## config.mk

```make
export PLATFORM = sky130hd
export DESIGN_NAME = traffic_queue_sensor
export DESIGN_NICKNAME = d
export VERILOG_FILES = /design/src/rtl/traffic_queue_sensor.sv
export SDC_FILE = /design/constraint.sdc
export NUM_CORES = 1
export LEC_CHECK = 0
export ABC_CLOCK_PERIOD_IN_PS = 3000
export CORE_MARGIN = 2
export CORE_UTILIZATION = 31
export CTS_CLUSTER_SIZE = 24
export DETAILED_ROUTE_END_ITERATION = 6
export HOLD_SLACK_MARGIN = 0.03
export SLEW_MARGIN = 20
export SYNTH_ARGS = -nofsm -noshare
export SYNTH_HDL_FRONTEND = slang
export SYNTH_SLANG_ARGS = --single-unit
```

## constraint.sdc

```tcl
create_clock -name clk -period 3 [get_ports clk]
set_input_delay 0.6 -clock clk [delete_from_list [all_inputs] [get_ports clk]]
set_output_delay 0.6 -clock clk [all_outputs]
set_load 0.02 [all_outputs]
```

## src/rtl/traffic_queue_sensor.sv

```systemverilog
// Per-lane traffic queue counter with headway-paced departures on green,
// 1st/5th-car sensors, sticky overflow flags and a registered lamp-fault flag.
module traffic_queue_sensor #(
    parameter int QMAX      = 15,
    parameter int HEADWAY   = 2,
    parameter int FS_THRESH = 5
) (
    input  logic        clk,
    input  logic        rst_n,
    input  logic [3:0]  car_arrive,
    input  logic [3:0]  red,
    input  logic [3:0]  green,
    input  logic [3:0]  yellow,
    output logic [3:0]  ss_out,
    output logic [3:0]  fs_out,
    output logic [15:0] q_len,
    output logic [3:0]  ovf,
    output logic        light_err
);

    localparam logic [3:0] QMAX_C  = 4'(QMAX);
    localparam logic [3:0] HW_LAST = 4'(HEADWAY - 1);
    localparam logic [3:0] FS_C    = 4'(FS_THRESH);

    logic [3:0] q_q [4];
    logic [3:0] q_d [4];
    logic [3:0] h_q [4];
    logic [3:0] h_d [4];
    logic [3:0] ovf_q, ovf_d;
    logic       light_err_q, light_err_d;

    logic [3:0] slot;
    logic [3:0] depart;
    logic [3:0] lane_bad;
    logic [2:0] go_cnt;

    // Headway timing and queue arithmetic, fully independent per lane
    always_comb begin
        slot   = '0;
        depart = '0;
        ovf_d  = ovf_q;
        for (int i = 0; i < 4; i++) begin
            h_d[i] = 4'd0;
            q_d[i] = q_q[i];
            if (green[i]) begin
                if (h_q[i] == HW_LAST) begin
                    slot[i] = 1'b1;
                end else begin
                    h_d[i] = h_q[i] + 4'd1;
                end
            end
            depart[i] = slot[i] && (q_q[i] != 4'd0);
            if (car_arrive[i] && !depart[i]) begin
                if (q_q[i] == QMAX_C) begin
                    ovf_d[i] = 1'b1;
                end else begin
                    q_d[i] = q_q[i] + 4'd1;
                end
            end else if (!car_arrive[i] && depart[i]) begin
                q_d[i] = q_q[i] - 4'd1;
            end
        end
    end

    // A lane must show exactly one lamp; at most one lane may be off red
    always_comb begin
        lane_bad = '0;
        go_cnt   = 3'd0;
        for (int i = 0; i < 4; i++) begin
            lane_bad[i] = ({1'b0, red[i]} + {1'b0, green[i]} + {1'b0, yellow[i]}) != 2'd1;
            go_cnt      = go_cnt + {2'b00, ~red[i]};
        end
        light_err_d = (|lane_bad) || (go_cnt > 3'd1);
    end

    always_ff @(posedge clk) begin
        if (!rst_n) begin
            for (int i = 0; i < 4; i++) begin
                q_q[i] <= 4'd0;
                h_q[i] <= 4'd0;
            end
            ovf_q       <= 4'd0;
            light_err_q <= 1'b0;
        end else begin
            for (int i = 0; i < 4; i++) begin
                q_q[i] <= q_d[i];
                h_q[i] <= h_d[i];
            end
            ovf_q       <= ovf_d;
            light_err_q <= light_err_d;
        end
    end

    always_comb begin
        for (int i = 0; i < 4; i++) begin
            q_len[4*i +: 4] = q_q[i];
            ss_out[i]       = (q_q[i] != 4'd0);
            fs_out[i]       = (q_q[i] >= FS_C);
        end
    end

    assign ovf       = ovf_q;
    assign light_err = light_err_q;

endmodule

```

==> out/summary.txt <==
ROUTE
-------------------------------------------------------------------------------------------------
Total DRC errors in the routed layout ..............................................            0
Overall via count from detail_route ................................................        1,927
Detailed-route wire length per cell ................................................      11.5 um
Final antenna-violating net count ..................................................            0
1st-pass router iterations .........................................................            4
Routed WL ..........................................................................      4680 um
Wire length the detailed router placed on met1 .....................................      2300 um
DR WL met2 .........................................................................      2130 um
Max Used Layer .....................................................................         met4
DR WL met3 .........................................................................       145 um
Starting DRC count in detailed routing .............................................           53
Via density per instance ...........................................................         4.73

PWR
-------------------------------------------------------------------------------------------------
Part of the power in combinational logic ...........................................        33.2%
VDD IR-drop max ....................................................................     0.192 mV
Net switching share of the total power .............................................        33.8%
Clk pwr share ......................................................................        25.9%
Part of the power in registers .....................................................        40.9%
Leak pwr ...........................................................................      1.20 nW
Total power density per cell area ..................................................   492 nW/um2
Cell internal power dissipation ....................................................   0.000988 W
Net switching power figure .........................................................   0.000505 W

LAYOUT
-------------------------------------------------------------------------------------------------
Sequential cell area ...............................................................      741 um2
Fill cell count ....................................................................          728
Share of final-layout standard cells stronger than drive strength 1 ................        8.44%
Area used by multi-input combinational logic .......................................     1480 um2
Number of inserted diodes ..........................................................            0
P&R area growth vs syn .............................................................        31.1%
Number of nets at the end of the flow ..............................................          350

GLOBAL ROUTE
-------------------------------------------------------------------------------------------------
Largest net degree at the start of global routing ..................................           12
Wire length of the first global-routing pass .......................................      8420 um
Remaining Overflow, GRT ............................................................            0
Antenna violations before repair ...................................................            0
GRT Util Overall ...................................................................        12.5%
Vias in the first global route .....................................................        1,849

STA
-------------------------------------------------------------------------------------------------
Worst clock skew on the final layout ...............................................   0.00327 ns
Worst slew margin relative to its limit ............................................        71.6%
Final count of hold timing violations ..............................................            0
Final Max Slew Viols ...............................................................            0
Share of the clock period used by the worst path after layout ......................        79.8%
Min Tclk post-route ................................................................      2.39 ns
PnR worst setup slack ..............................................................     0.607 ns
Final setup violation count ........................................................            0
RSZ-0062 raised after global routing ...............................................           no
Setup total negative slack .........................................................         0 ns
Transition time of the tightest slew-check pin .....................................     0.423 ns
Max Clock Freq .....................................................................      418 MHz

CLOCK NETWORK
-------------------------------------------------------------------------------------------------
Cells resized by post-CTS repair ...................................................            0
H-Tree Level Count .................................................................            2
Max Buffers Root-to-Sink ...........................................................            2
Number of clock buffers inserted by TritonCTS ......................................            5
Number of buffers added for setup after CTS ........................................            0
Clock transition at path regs ......................................................      0.07 ns
CTS tree ...........................................................................        built
Clock sink total ...................................................................           37
Library cell used as clock root buffer ............................................. sky130_fd_sc_hd__clkbuf_8
Cts hold-fix bufs ..................................................................            0
Clock latency on the worst-skew pair ...............................................      0.29 ns

FLOORPLAN
-------------------------------------------------------------------------------------------------
Std-Cell Rows ......................................................................           31
X dimension of the die .............................................................      90.4 um
Die area ...........................................................................     8170 um2
I/O pin count ......................................................................           47
CORE AREA ..........................................................................     7250 um2
Die Ht .............................................................................      90.4 um
Initial Util .......................................................................        31.9%

CRITICAL PATH
-------------------------------------------------------------------------------------------------
Highest fanout seen on the critical path ...........................................            3
Worst setup startpoint .............................................................     green[3]
Critical path data required time ...................................................      3.23 ns
CP Capture Type ....................................................................    flip-flop
FF-to-FF Start .....................................................................    q_q[3][0]
Kind of start point of the critical path ........................................... primary input
CP Class ........................................................................... primary input to flip-flop
Arrival time of the worst setup path ...............................................      2.62 ns
Reg-to-reg setup timing slack ......................................................      0.88 ns

STATUS
-------------------------------------------------------------------------------------------------
Run status ......................................................................... complete, no violations

SYNTHESIS
-------------------------------------------------------------------------------------------------
Number of nets in the synthesized netlist ..........................................          294
Number of synthesized register bits ................................................           37
Yosys top cell area share ..........................................................        32.0%
Post-Synthesis Cells ...............................................................          251
Syn. warnings ......................................................................            0
Share of the yosys chip area belonging to registers ................................        32.0%
Cell type with the largest total area after synthesis .............................. sky130_fd_sc_hd__dfxtp_1
Number of distinct library cell variants in the gate-level netlist after synthesis .           29
Main area contributors after synthesis ............................................. sky130_fd_sc_hd__dfxtp_1 32%, sky130_fd_sc_hd__ha_1 8.6%, sky130_fd_sc_hd__fa_1 7.8%
Summed instance area of the synthesized netlist ....................................     2310 um2
Syn_area_per_cell ..................................................................     9.22 um2

WORST HOLD PATH
-------------------------------------------------------------------------------------------------
Hold Crit Class .................................................................... flip-flop to flip-flop
Worst hold path startpoint .........................................................       ovf[3]

PLACEMENT
-------------------------------------------------------------------------------------------------
Half-perimeter wire length after detailed placement ................................      3620 um
Port Buf Inserts ...................................................................           46
Final weighted congestion of routability-driven global placement ...................        0.843
Setup WS pre-CTS ...................................................................     0.301 ns

FLOW RUN
-------------------------------------------------------------------------------------------------
Count of max-cap constraint violations .............................................            0

==> cell usage in the layout (no fill, tap or decap) <==
cell type                         instances
sky130_fd_sc_hd__nand2_1                 21
sky130_fd_sc_hd__mux2i_1                  4
sky130_fd_sc_hd__clkdlybuf4s50_1         46
sky130_fd_sc_hd__dfxtp_1                 37
sky130_fd_sc_hd__nor2_1                  33
sky130_fd_sc_hd__clkbuf_8                 7
sky130_fd_sc_hd__o21ai_0                 16
sky130_fd_sc_hd__or3_1                    4
sky130_fd_sc_hd__o211ai_1                 1
sky130_fd_sc_hd__nor3_1                   4
sky130_fd_sc_hd__or3b_1                   4
sky130_fd_sc_hd__fa_1                     9
sky130_fd_sc_hd__xnor2_1                  8
sky130_fd_sc_hd__inv_1                   20
sky130_fd_sc_hd__o21a_1                   4
sky130_fd_sc_hd__nand3_1                 16
sky130_fd_sc_hd__a21oi_1                  4
sky130_fd_sc_hd__nand4_1                 12
sky130_fd_sc_hd__xor2_1                   4
sky130_fd_sc_hd__nor4_4                   4
sky130_fd_sc_hd__o311a_1                  4
sky130_fd_sc_hd__nor3_2                   4
sky130_fd_sc_hd__clkinv_2                 1
sky130_fd_sc_hd__nand4bb_4                4
sky130_fd_sc_hd__nor4_1                   1
sky130_fd_sc_hd__nor3b_1                  4
sky130_fd_sc_hd__nand2b_1                 4
sky130_fd_sc_hd__buf_4                    6
sky130_fd_sc_hd__ha_1                    16
sky130_fd_sc_hd__clkinv_1                 1
sky130_fd_sc_hd__a31oi_1                  1
sky130_fd_sc_hd__o211a_1                  4
==> through the flow <==
| step | total power (W) | hold slack, ns | std cells | utilization [%] | area (um2) |
|---|---|---|---|---|---|
| floorplan | 0.000913 | 0.433 | 251 | - | 2310 |
| global placement | 0.00112 | 0.446 | 399 | 40.4 | 2930 |
| detailed placement | 0.00112 | 0.457 | 399 | 40.4 | 2930 |
| CTS | 0.00152 | 0.476 | 407 | 41.8 | 3030 |
| global route | 0.00160 | 0.493 | 407 | 41.8 | 3030 |
| finish | 0.00149 | 0.465 | 407 | 41.8 | 3030 |
==> critical path, stage by stage <==
cell                              delay (ns)
sky130_fd_sc_hd__clkdlybuf4s50_1        0.58
sky130_fd_sc_hd__nand4bb_4              0.14
sky130_fd_sc_hd__o21ai_0                0.25
sky130_fd_sc_hd__ha_1                   0.31
sky130_fd_sc_hd__a21oi_1                0.20
sky130_fd_sc_hd__nand2_1                0.10
sky130_fd_sc_hd__or3_1                  0.35
sky130_fd_sc_hd__nand4_1                0.09
==> routing by layer <==
| metal | up-vias | GRT usage, % |
|---|---|---|
| met5 | - | 0 |
| met2 | 33 | 20.6 |
| met4 | 0 | 5.90 |
| met1 | 891 | 16.1 |
| li1 | 995 | - |
| met3 | 8 | 2.17 |
==> synthesized netlist by cell type <==
cell / count
sky130_fd_sc_hd__dfxtp_1: 37
sky130_fd_sc_hd__nor2_1: 33
sky130_fd_sc_hd__nand2_1: 21
sky130_fd_sc_hd__inv_1: 20
sky130_fd_sc_hd__ha_1: 16
sky130_fd_sc_hd__nand3_1: 16
sky130_fd_sc_hd__o21ai_0: 16
sky130_fd_sc_hd__nand4_1: 12
sky130_fd_sc_hd__fa_1: 9
sky130_fd_sc_hd__xnor2_1: 8
sky130_fd_sc_hd__a21oi_1: 4
sky130_fd_sc_hd__mux2i_1: 4
sky130_fd_sc_hd__nand2b_1: 4
sky130_fd_sc_hd__nand4bb_4: 4
sky130_fd_sc_hd__nor3_1: 4
sky130_fd_sc_hd__nor3_2: 4
sky130_fd_sc_hd__nor3b_1: 4
sky130_fd_sc_hd__nor4_4: 4
sky130_fd_sc_hd__o211a_1: 4
sky130_fd_sc_hd__o21a_1: 4
sky130_fd_sc_hd__o311a_1: 4
sky130_fd_sc_hd__or3_1: 4
sky130_fd_sc_hd__or3b_1: 4
sky130_fd_sc_hd__xor2_1: 4
sky130_fd_sc_hd__clkbuf_1: 3
sky130_fd_sc_hd__a31oi_1: 1
sky130_fd_sc_hd__clkinv_1: 1
sky130_fd_sc_hd__nor4_1: 1
sky130_fd_sc_hd__o211ai_1: 1
==> power by group through the flow <==
| stage | clock (W) | sequential (W) | combinational (W) |
|---|---|---|---|
| after floorplan | 0 | 0.000646 | 0.000267 |
| after global placement | 0 | 0.000623 | 0.000493 |
| after detailed placement | 0 | 0.000624 | 0.000499 |
| after CTS | 0.000408 | 0.000613 | 0.000500 |
| after global routing | 0.000422 | 0.000623 | 0.000551 |
| final | 0.000386 | 0.000611 | 0.000495 |
==> state kept, by name, indices dropped and copies added (netlist names) <==
register	cells
q_q	16
h_q	16
ovf	4
light_err	1
==> final timing paths <==
| path | to | cells after the start |
|---|---|---|
| worst max-delay path | q_q[3][3] | 8 |
| worst min-delay path | ovf[3] | 1 |
| worst max register to register | q_q[3][3] | 7 |
| worst min register to register | ovf[3] | 1 |
==> cell families (layout without fill, tap and decap cells) <==
| family | Yosys count | after routing | synth area share [%] |
|---|---|---|---|
| buffers and inverters | 24 | 81 | 3.89 |
| XOR/XNOR | 12 | 12 | 4.54 |
| AND/OR/NAND/NOR | 115 | 115 | 31.7 |
| AO/OA/AOI/OAI | 34 | 34 | 9.68 |
| adder cells (fa/ha/maj) | 25 | 25 | 16.4 |
| flip-flops | 37 | 37 | 32.0 |
| multiplexers | 4 | 4 | 1.73 |
==> layout make-up <==
type / instances / area share [%]
Multi-Input combinational cell: 190 / 48.9
Sequential cell: 37 / 24.4
Timing Repair Buffer: 52 / 16.7
Tap cell: 99 / 4.08
Clock buffer: 7 / 3.18
Inverter: 21 / 2.60
Clock inverter: 1 / 0.165
(Power assumes the default switching activity.)
